--- config.mk ---
export PLATFORM = sky130hd
export DESIGN_NAME = bus_arbiter_flat
export DESIGN_NICKNAME = d
export VERILOG_FILES = /design/src/rtl/bus_arbiter_if.sv /design/src/rtl/bus_arbiter.sv /design/src/flat_wrapper.sv
export SDC_FILE = /design/constraint.sdc
export NUM_CORES = 1
export LEC_CHECK = 0
export BUFFER_PORTS_ARGS = -buffer_cell sky130_fd_sc_hd__buf_2
export CORE_MARGIN = 4
export CORE_UTILIZATION = 43
export DETAILED_ROUTE_END_ITERATION = 16
export PLACE_DENSITY = 0.76
export SLEW_MARGIN = 10
export SYNTH_ARGS = -nofsm -noshare
export SYNTH_HDL_FRONTEND = slang
export SYNTH_SLANG_ARGS = --single-unit
export TNS_END_PERCENT = 30
--- constraint.sdc ---
create_clock -name clk -period 2 [get_ports clk]
set_input_delay 0.1 -clock clk [delete_from_list [all_inputs] [get_ports clk]]
set_output_delay 0.1 -clock clk [all_outputs]
set_load 0.05 [all_outputs]
--- src/rtl/bus_arbiter_if.sv ---
// Request/grant bundle between the four bus masters and the round-robin arbiter.
// All request and grant lines are active low.
interface bus_arbiter_if;
    logic       m0_req_;
    logic       m1_req_;
    logic       m2_req_;
    logic       m3_req_;
    logic       m0_grnt_;
    logic       m1_grnt_;
    logic       m2_grnt_;
    logic       m3_grnt_;
    logic [1:0] bus_owner;
    logic       bus_busy;

    modport master (
        output m0_req_, m1_req_, m2_req_, m3_req_,
        input  m0_grnt_, m1_grnt_, m2_grnt_, m3_grnt_, bus_owner, bus_busy
    );

    modport slave (
        input  m0_req_, m1_req_, m2_req_, m3_req_,
        output m0_grnt_, m1_grnt_, m2_grnt_, m3_grnt_, bus_owner, bus_busy
    );
endinterface

--- src/rtl/bus_arbiter.sv ---
// Round-robin arbiter for the four-master shared bus, with a hold-time limit
// that forces rotation while other masters are waiting.
module bus_arbiter #(
    parameter int MAX_HOLD = 16,
    parameter int HOLD_W   = 5
) (
    input  logic         clk,
    input  logic         reset,
    bus_arbiter_if.slave bus
);

    typedef enum logic {IDLE, OWNED} state_t;

    localparam bit               PREEMPT_EN = (MAX_HOLD != 0);
    localparam logic [HOLD_W-1:0] HOLD_SAT  = HOLD_W'(MAX_HOLD);
    localparam logic [HOLD_W-1:0] HOLD_EXP  = PREEMPT_EN ? HOLD_W'(MAX_HOLD - 1) : '0;

    state_t            state;
    logic [1:0]        owner;
    logic [1:0]        last;
    logic [HOLD_W-1:0] hold_cnt;
    logic [3:0]        grnt_n;
    logic              busy;

    logic [3:0] req;
    logic       rr_valid;
    logic [1:0] rr_win;
    logic       other_valid;
    logic [1:0] other_win;
    logic       grant_en;
    logic [1:0] grant_idx;
    logic       go_idle;

    assign req = ~{bus.m3_req_, bus.m2_req_, bus.m1_req_, bus.m0_req_};

    // Loops run backwards so the earliest position in the search order wins.
    always_comb begin
        rr_valid    = 1'b0;
        rr_win      = last;
        other_valid = 1'b0;
        other_win   = owner;
        for (int i = 4; i >= 1; i--) begin
            if (req[last + 2'(i)]) begin
                rr_valid = 1'b1;
                rr_win   = last + 2'(i);
            end
        end
        for (int i = 3; i >= 1; i--) begin
            if (req[owner + 2'(i)]) begin
                other_valid = 1'b1;
                other_win   = owner + 2'(i);
            end
        end
    end

    // A release takes priority over hold expiry when both happen together.
    always_comb begin
        grant_en  = 1'b0;
        grant_idx = rr_win;
        go_idle   = 1'b0;
        case (state)
            IDLE: grant_en = rr_valid;
            OWNED: begin
                if (!req[owner]) begin
                    grant_en = rr_valid;
                    go_idle  = !rr_valid;
                end else if (PREEMPT_EN && hold_cnt >= HOLD_EXP && other_valid) begin
                    grant_en  = 1'b1;
                    grant_idx = other_win;
                end
            end
            default: go_idle = 1'b1;
        endcase
    end

    always_ff @(posedge clk) begin
        if (reset) begin
            state    <= IDLE;
            owner    <= 2'd0;
            last     <= 2'd3;
            hold_cnt <= '0;
            grnt_n   <= 4'hF;
            busy     <= 1'b0;
        end else if (grant_en) begin
            state    <= OWNED;
            owner    <= grant_idx;
            last     <= grant_idx;
            hold_cnt <= '0;
            grnt_n   <= ~(4'b0001 << grant_idx);
            busy     <= 1'b1;
        end else if (go_idle) begin
            state    <= IDLE;
            hold_cnt <= '0;
            grnt_n   <= 4'hF;
            busy     <= 1'b0;
        end else if (state == OWNED && hold_cnt != HOLD_SAT) begin
            hold_cnt <= hold_cnt + 1'b1;
        end
    end

    assign bus.m0_grnt_  = grnt_n[0];
    assign bus.m1_grnt_  = grnt_n[1];
    assign bus.m2_grnt_  = grnt_n[2];
    assign bus.m3_grnt_  = grnt_n[3];
    assign bus.bus_owner = owner;
    assign bus.bus_busy  = busy;

endmodule
--- src/flat_wrapper.sv ---
// flat-port wrapper written by rule: the top's interface ports become plain ports
module bus_arbiter_flat 
#(
    parameter int MAX_HOLD = 16,
    parameter int HOLD_W   = 5
)
  (clk, reset, bus_m0_req_, bus_m1_req_, bus_m2_req_, bus_m3_req_, bus_m0_grnt_, bus_m1_grnt_, bus_m2_grnt_, bus_m3_grnt_, bus_bus_owner, bus_bus_busy);
  bus_arbiter_if bus_i ();
  input  logic clk;
  input  logic reset;
  input wire logic [$bits(bus_i.m0_req_)-1:0] bus_m0_req_;
  input wire logic [$bits(bus_i.m1_req_)-1:0] bus_m1_req_;
  input wire logic [$bits(bus_i.m2_req_)-1:0] bus_m2_req_;
  input wire logic [$bits(bus_i.m3_req_)-1:0] bus_m3_req_;
  output wire logic [$bits(bus_i.m0_grnt_)-1:0] bus_m0_grnt_;
  output wire logic [$bits(bus_i.m1_grnt_)-1:0] bus_m1_grnt_;
  output wire logic [$bits(bus_i.m2_grnt_)-1:0] bus_m2_grnt_;
  output wire logic [$bits(bus_i.m3_grnt_)-1:0] bus_m3_grnt_;
  output wire logic [$bits(bus_i.bus_owner)-1:0] bus_bus_owner;
  output wire logic [$bits(bus_i.bus_busy)-1:0] bus_bus_busy;
  assign bus_i.m0_req_ = bus_m0_req_;
  assign bus_i.m1_req_ = bus_m1_req_;
  assign bus_i.m2_req_ = bus_m2_req_;
  assign bus_i.m3_req_ = bus_m3_req_;
  assign bus_m0_grnt_ = bus_i.m0_grnt_;
  assign bus_m1_grnt_ = bus_i.m1_grnt_;
  assign bus_m2_grnt_ = bus_i.m2_grnt_;
  assign bus_m3_grnt_ = bus_i.m3_grnt_;
  assign bus_bus_owner = bus_i.bus_owner;
  assign bus_bus_busy = bus_i.bus_busy;
  bus_arbiter #(.MAX_HOLD(MAX_HOLD), .HOLD_W(HOLD_W)) u_core (.clk(clk), .reset(reset), .bus(bus_i));
endmodule
# Yosys cells after proc, flatten, opt, wreduce, memory -nomap -nowiden
# Cells that the tools add are included.
totals:
  word_cells: 72
  output_inout_bits: 7
  ff_bits: 14
classes:
  shift: 1
  reduce_logical: 5
  eq_ne: 1
  order_cmp: 9
  mux: 41
  add_sub_neg: 7
  bitwise: 3
ops:
  columns: ["operator", "n"]
  rows:
  - ["2-bit by 3-bit < comparator with 1-bit output, second input constant", 8]
  - ["1-bit 2-to-1 mux", 21]
  - ["2-bit 2-to-1 mux", 9]
  - ["1-bit binary-select mux with 2-bit select", 8]
  - ["2-bit adder, second input constant", 4]
  - ["4-bit 2-to-1 mux", 2]
  - ["4-bit inverter", 2]
  - ["5-bit by 1-bit adder with 5-bit output, second input constant", 1]
  - ["5-bit by 4-bit >= comparator with 1-bit output, second input constant", 1]
  - ["5-bit inequality test, second input constant", 1]
  - ["2-bit by 1-bit adder with 2-bit output, second input constant", 2]
  - ["1-bit by 2-bit left shift with 4-bit output, first input constant", 1]
  - ["3-bit OR reduction", 1]
  - ["1-bit logical AND", 2]
  - ["1-bit one-hot mux with 2 select lines", 1]
  - ["2-bit nonzero test", 1]
  - ["1-bit zero test", 1]
  - ["1-bit inverter", 1]

# Depth between registers and ports, before layout
# Gate-level depths: netlist of run 1.
logic_depth:
  depth_word: 13
  depth_mapped: 9

# Worst setup path before layout of run 1
# OpenSTA, ideal clock, no wires.
synth_timing:
  kind: "register -> register"
  from: "register u_core.owner[0] (netlist: u_core.bus.bus_owner[0])"
  to: "register u_core.grnt_n[3]"
  t_required_ps: 1872
  arrival_ps: 2247
  setup_slack_ps: -374
  setup_ps: 128
  path_stages_with_launch: 8
  synth_period_minus_slack_ps: 2374
  path_cell_list: "dfxtp_1 buf_6 mux4_2 nand2b_4 nor4_4 mux2i_1 nor2b_4 a31oi_1"
synth_between:
  elab_chain_cells: 13
synth_rtl:
  columns: ["item", "line", "source"]
  rows:
  - ["start, declared", "bus_arbiter.sv:19", "logic [1:0] owner;"]
  - ["start signal, assigned", "bus_arbiter.sv:86", "owner <= grant_idx;"]
  - ["2-bit adder", "bus_arbiter.sv:49, bus_arbiter.sv:51", null]
  - ["1-bit binary-select mux with 2-bit select", "bus_arbiter.sv:49", "if (req[owner + 2'(i)]) begin"]
  - ["1-bit 2-to-1 mux (not written as such)", "bus_arbiter.sv:49", null]
  - ["1-bit 2-to-1 mux (3 in series)", "bus_arbiter.sv:49", null]
  - ["1-bit logical AND", "bus_arbiter.sv:67", "end else if (PREEMPT_EN && hold_cnt >= HOLD_EXP && other_valid) begin"]
  - ["2-bit 2-to-1 mux", "bus_arbiter.sv:67", null]
  - ["2-bit 2-to-1 mux", "bus_arbiter.sv:64", "if (!req[owner]) begin"]
  - ["2-bit 2-to-1 mux", "bus_arbiter.sv:61", "case (state)"]
  - ["1-bit by 2-bit left shift with 4-bit output", "bus_arbiter.sv:89", "grnt_n <= ~(4'b0001 << grant_idx);"]
  - ["4-bit inverter", "bus_arbiter.sv:89", null]
  - ["4-bit 2-to-1 mux", "bus_arbiter.sv:84", "end else if (grant_en) begin"]
  - ["end signal, assigned", "bus_arbiter.sv:89", null]
  - ["end, declared", "bus_arbiter.sv:22", "logic [3:0] grnt_n;"]
# Parallel ways exist; a longest one is shown, timed or not. The select of a mux whose other input is x is not followed.
# A chain may end at the register's enable or synchronous reset.

# Final worst setup path of run 1
layout_timing:
  from: "register u_core.owner[0] (netlist: u_core.bus.bus_owner[0])"
  to: "register u_core.grnt_n[2]"
# Same word-level chain as after synthesis.

==> results.toml, run 1 <==
[status]
status = "finished clean"

[clocking]
clkSinkCount = 14
root_buffer = "clkbuf_4"
cts_setup_buffers = 0
cts.clk_slew.worst_paths_ps = 90
cts.path.max_buffers = 2
cts_made_buffers = 3
worstSkewPairLatency_ps = 280
htreeDepth = 1
cts_tree = "yes"

[placement]
io_buffers = 12
placed_cell_area_um2 = 1020
gp_congestion = 0.850
hpwl_um = 1530

[final_layout]
final_cell_mix = "buf_2, nor2_1, dfxtp_1"
final_layout_size_suffix_gt1_share_pct = 39.1
n_antenna_cell = 0
fin_nets = 125
syn_to_final_growth_pct = 28.4
final_common_cell = "buf_2"
nFillCells = 155
final_area_um2 = 1100

[timing]
tightest_slew_ps = 399
finalSetupViolCount = 0
fin_tns_setup_ps = 0
final-hold-violation-count = 0
fmaxAchievable_ghz = 0.504
whs_ps = 113
clock_skew_ps = 2.43
rsz0062_at_grt = "true"
period_share_pct = 99.2
relSlewSlack_pct = 73.2
final.min_clock_period_ps = 1980
maxSlewViolCount = 0

[global_routing]
grt_use_total_pct = 16.7
grt_pass1_vias = 788
grt_max_degree = 11
grt_pass1_wl_um = 3410
antenna_found_initial = 0
gr-total-overflow = 0

[setup_path]
arrival_ps = 2160
path_class = "reg -> reg"
cp-end-kind = "flop"
critPathLaunchType = "flop"
crit_fanout = 3
cp.required_ps = 2180

[pwr]
peakVddDrop_mv = 0.551
switchingPower_mw = 0.327
p_leak_nw = 0.417
combPwrFrac_pct = 39.1
seqPwrFrac_pct = 37.7
cellPowerDensity_nw_per_um2 = 811
switching_share_pct = 36.6
total_power_mw = 0.895
p_clk_share_pct = 23.2
internal-power_mw = 0.568

[detailed_routing]
post_drt_wl_per_cell_um = 14.6
wl_um = 2050
vias = 804
ant_nets = 0
drt-pass1-iter-count = 4
drtIter0Drc = 21
drc = 0
vias_per_cell = 5.74

[floorplan]
rows = 15
pin_count = 13
die_y_um = 52.7
core_um2 = 1800
die_x_um = 52.7
die-area_um2 = 2780
start_util_pct = 47.7

[synthesis]
ys_seq_elements = 14
yosysWarnings = 0
yosysUniqueCellTypes = 37
seq_area_frac_synth_pct = 32.6
synth_nets = 103
syn_avg_cell_area_um2 = 9.14
synth_area_um2 = 860
postSynthCellCount = 94

[min_path]
min_path_type = "in -> reg"

[run]
drv_cap = 0
## critical path, cell delays in order (launching register included)
cell	delay (ps)
dfxtp_4	360
mux4_2	490
nand2b_4	160
nor4_4	260
mux2_2	420
nor2_2	120
a2bb2oi_1	70
## cell usage after synthesis
cell	n	share of area, %
mux2i_1	5	5.8
ha_1	3	4.4
a211oi_1	3	2.6
a211o_1	2	2.0
xnor2_1	1	1.0
buf_6	1	1.3
nor3_1	5	2.9
o22a_1	1	1.0
nor2b_1	4	2.9
o31a_1	1	1.0
nand2b_4	1	1.6
o21ai_2	1	1.0
nor4_4	1	2.5
nand2b_1	1	0.73
inv_1	4	1.7
dfxtp_1	14	33
o221ai_1	2	2.0
mux2_1	1	1.3
buf_2	2	1.2
nand4_1	2	1.5
nor2_1	11	4.8
xor2_1	2	2.0
clkbuf_1	2	0.87
a21oi_1	2	1.2
or3_1	2	1.5
and3_1	1	0.73
a211oi_2	1	1.5
nand2_1	5	2.2
a32oi_1	2	2.0
and4_1	1	1.0
or2_1	1	0.73
a31oi_1	2	1.5
o21ai_0	2	1.2
nor2b_4	1	1.6
mux4_2	1	2.6
a2bb2oi_1	2	2.0
nor3b_2	1	1.5
## stage by stage
step | std cells | utilization [%] | setup slack (ps)
global placement | 136 | 56.6 | -22.0
CTS | 140 | 59.5 | 8.39
floorplan | 94 | - | -120
finish | 140 | 61.3 | 16.3
global route | 140 | 61.3 | -117
detailed placement | 136 | 56.6 | -125
## layer usage
metal  wire [µm]  GRT usage, %
met5           0             0
met3          72          3.99
met2        1020          26.0
met1         910          20.5
met4          49          10.2
## final timing paths
path,from,endpoint,slack [ps],cells past startpoint
max,u_core.bus.bus_owner[0],u_core.grnt_n[2],20,6
min,reset,u_core.state,110,2
max reg2reg,u_core.bus.bus_owner[0],u_core.grnt_n[2],20,6
min reg2reg,u_core.grnt_n[2],u_core.grnt_n[2],490,1
## layout make-up
| class | instances | area (µm²) | share of cell area [%] |
|---|---|---|---|
| repair buffers | 22 | 148 | 13.4 |
| clock buffers | 4 | 36.3 | 3.29 |
| flip-flops and latches | 14 | 288 | 26.1 |
| multi-input cells | 71 | 586 | 53.1 |
| inverters | 4 | 15.0 | 1.36 |
| well taps | 25 | 31.3 | 2.83 |
## kinds of logic after synthesis
logic type	Yosys count	synth area share [%]
compound gates	21	19.1
xor+xnor	3	3.06
fa+ha+maj	3	4.37
buf+inv	9	5.09
flops	14	32.6
mux	7	9.75
simple gates	37	26.1
## what timing repair did
action / CTS / global route
pin swaps: 1 / 2
gates resized for setup: 7 / 5
setup endpoints to repair: 13 / 9
hold buffers: 0 / 0
## sequential cells by signal (all words and copies together), names as in the netlist
register              count
u_core.grnt_n             4
u_core.state              1
u_core.last               2
u_core.hold_cnt           5
u_core.bus.bus_owner      2
## power groups by stage
stage | Clock [mW] | Combinational, mW | Sequential [mW]
detailed placement | 0 | 0.338 | 0.342
CTS | 0.214 | 0.345 | 0.336
global placement | 0 | 0.330 | 0.340
global route | 0.231 | 0.377 | 0.342
finish | 0.208 | 0.350 | 0.337
floorplan | 0 | 0.168 | 0.410
Note: power is estimated with default switching activity, not from simulation.
==> run 2: changes to the inputs <==
--- a/config.mk
+++ b/config.mk
@@ -7,9 +7,9 @@
 export LEC_CHECK = 0
 export BUFFER_PORTS_ARGS = -buffer_cell sky130_fd_sc_hd__buf_2
 export CORE_MARGIN = 4
-export CORE_UTILIZATION = 43
+export CORE_UTILIZATION = 49
 export DETAILED_ROUTE_END_ITERATION = 16
-export PLACE_DENSITY = 0.76
+export PLACE_DENSITY = 0.84
 export SLEW_MARGIN = 10
 export SYNTH_ARGS = -nofsm -noshare
 export SYNTH_HDL_FRONTEND = slang
==> results.toml, run 2 (synthesis gave the netlist of run 1 again) <==
[floorplan]
die_y_um = 49.9
die_x_um = 49.9
die-area_um2 = 2490
pin_count = 13
rows = 14
start_util_pct = 54.5
core_um2 = 1580

[timing]
final-hold-violation-count = 0
final.min_clock_period_ps = 2020
fmaxAchievable_ghz = 0.495
finalSetupViolCount = 5
tightest_slew_ps = 359
clock_skew_ps = 0.918
setup_ws_ps = -21.8
maxSlewViolCount = 0
rsz0062_at_grt = "true"
relSlewSlack_pct = 75.9
period_share_pct = 101

[detailed_routing]
post_drt_wl_per_cell_um = 14.1
vias = 798
wl_um = 1890
drc = 0
ant_nets = 0
drt-pass1-iter-count = 4
drtIter0Drc = 16
vias_per_cell = 5.96

[final_layout]
n_antenna_cell = 0
top_register = "u_core.hold_cnt"
fin_nets = 128
final_layout_size_suffix_gt1_share_pct = 40.7
final_area_um2 = 1090
syn_to_final_growth_pct = 27.2
final_cell_mix = "buf_4, buf_2, dfxtp_1"
reg_top3 = "u_core.hold_cnt x5, u_core.grnt_n x4"
largest_register_ffs = 5
final_common_cell = "buf_4"

[pwr]
peakVddDrop_mv = 0.543
cellPowerDensity_nw_per_um2 = 817
total_power_mw = 0.893
p_leak_nw = 0.432

[setup_path]
cp-end-kind = "flop"
cp.required_ps = 2220
critPathLaunchType = "flop"
crit_start = "u_core.bus.bus_owner[0]"
reg2regPathDepth = 7
r2r_slack_ps = -20
arrival_ps = 2250
r2r-start = "u_core.bus.bus_owner[0]"
path_class = "reg -> reg"
crit_end = "u_core.grnt_n[2]"
reg2reg_to = "u_core.grnt_n[2]"
crit_fanout = 3

[global_routing]
grt_pass1_vias = 766
gr-total-overflow = 0
grt_pass1_wl_um = 3200
grt_use_total_pct = 16.7
grt_max_degree = 11
antenna_found_initial = 0

[status]
violations = "setup timing"
status = "finished with violations"

[placement]
place_ws_ps = -89.2
io_buffers = 12
gp_congestion = 0.809
placed_cell_area_um2 = 1000
hpwl_um = 1420

[clocking]
cts.clk_slew.worst_paths_ps = 80
cts_made_buffers = 3
worstSkewPairLatency_ps = 290
cts_tree = "yes"
cts.path.max_buffers = 2
htreeDepth = 1
root_buffer = "clkbuf_4"
clkSinkCount = 14

[min_path]
min_path_type = "in -> reg"

[run]
drv_cap = 0
## run 2: cell count changes in the layout (fill, tap and decap cells not counted)
cell / delta
mux2_4: +1
mux2_2: -1
nor2_1: -1
buf_12: -1
and3_1: +1
buf_4: +4
ha_2: +1
nor2_2: +1
and3_4: -1
ha_4: -1
## run 2: layout make-up
type / count / area (µm²)
timing repair buffer: 25 / 158
sequential: 14 / 288
multi-input combinational: 71 / 577
tap: 16 / 20.0
fill: 138 / 483
clock buffer: 4 / 36.3
inverter: 4 / 15.0
## run 2: worst min path at each step
stage,start,endpoint,slack (ps),cells past startpoint
global placement,reset,u_core.bus.bus_owner[0],400,2
global route,reset,u_core.bus.bus_owner[0],110,2
CTS,reset,u_core.bus.bus_owner[0],100,2
floorplan,bus_m0_req_,u_core.state,350,2
finish,reset,u_core.bus.bus_owner[0],110,2
detailed placement,reset,u_core.bus.bus_owner[0],400,2
## run 2: what timing repair did
action / in CTS / in global routing
pin swaps: 1 / 1
endpoints found under the setup margin: 11 / 9
resized for setup: 4 / 7
buffers inserted: 0 / 2
hold endpoints to repair: 0 / 0
hold buffers: 0 / 0
## run 2: per-stage QoR
step	cells	utilization [%]	hold WS, ps	setup TNS, ps
2_1_floorplan	94	-	348	-662
3_3_place_gp	128	63.7	397	-5.35
3_5_place_dp	128	63.7	401	-326
4_1_cts	132	66.9	96.7	-10.2
5_1_grt	134	69.4	111	-609
6_report	134	69.4	111	-79.8
## run 2: where the power goes
group / switching, mW / internal [mW]
sequential: 0.0240 / 0.310
combinational: 0.204 / 0.151
clock: 0.0937 / 0.111
total: 0.322 / 0.572
## run 2: worst max-delay path, stage by stage, from the launching register on
cell and delay, ps:
dfxtp_4 350, mux4_2 500, nand2b_4 180, nor4_4 270, mux2i_2 310, buf_4 170
nor2_2 40, a2bb2oi_1 130
## run 2: routing by layer
metal	vias up	GRT usage (%)	share of wire, %
li1	395	-	-
met5	-	0	0
met4	0	9.68	3.1
met1	368	19.1	44
met2	28	28.6	49
met3	7	3.31	4.4
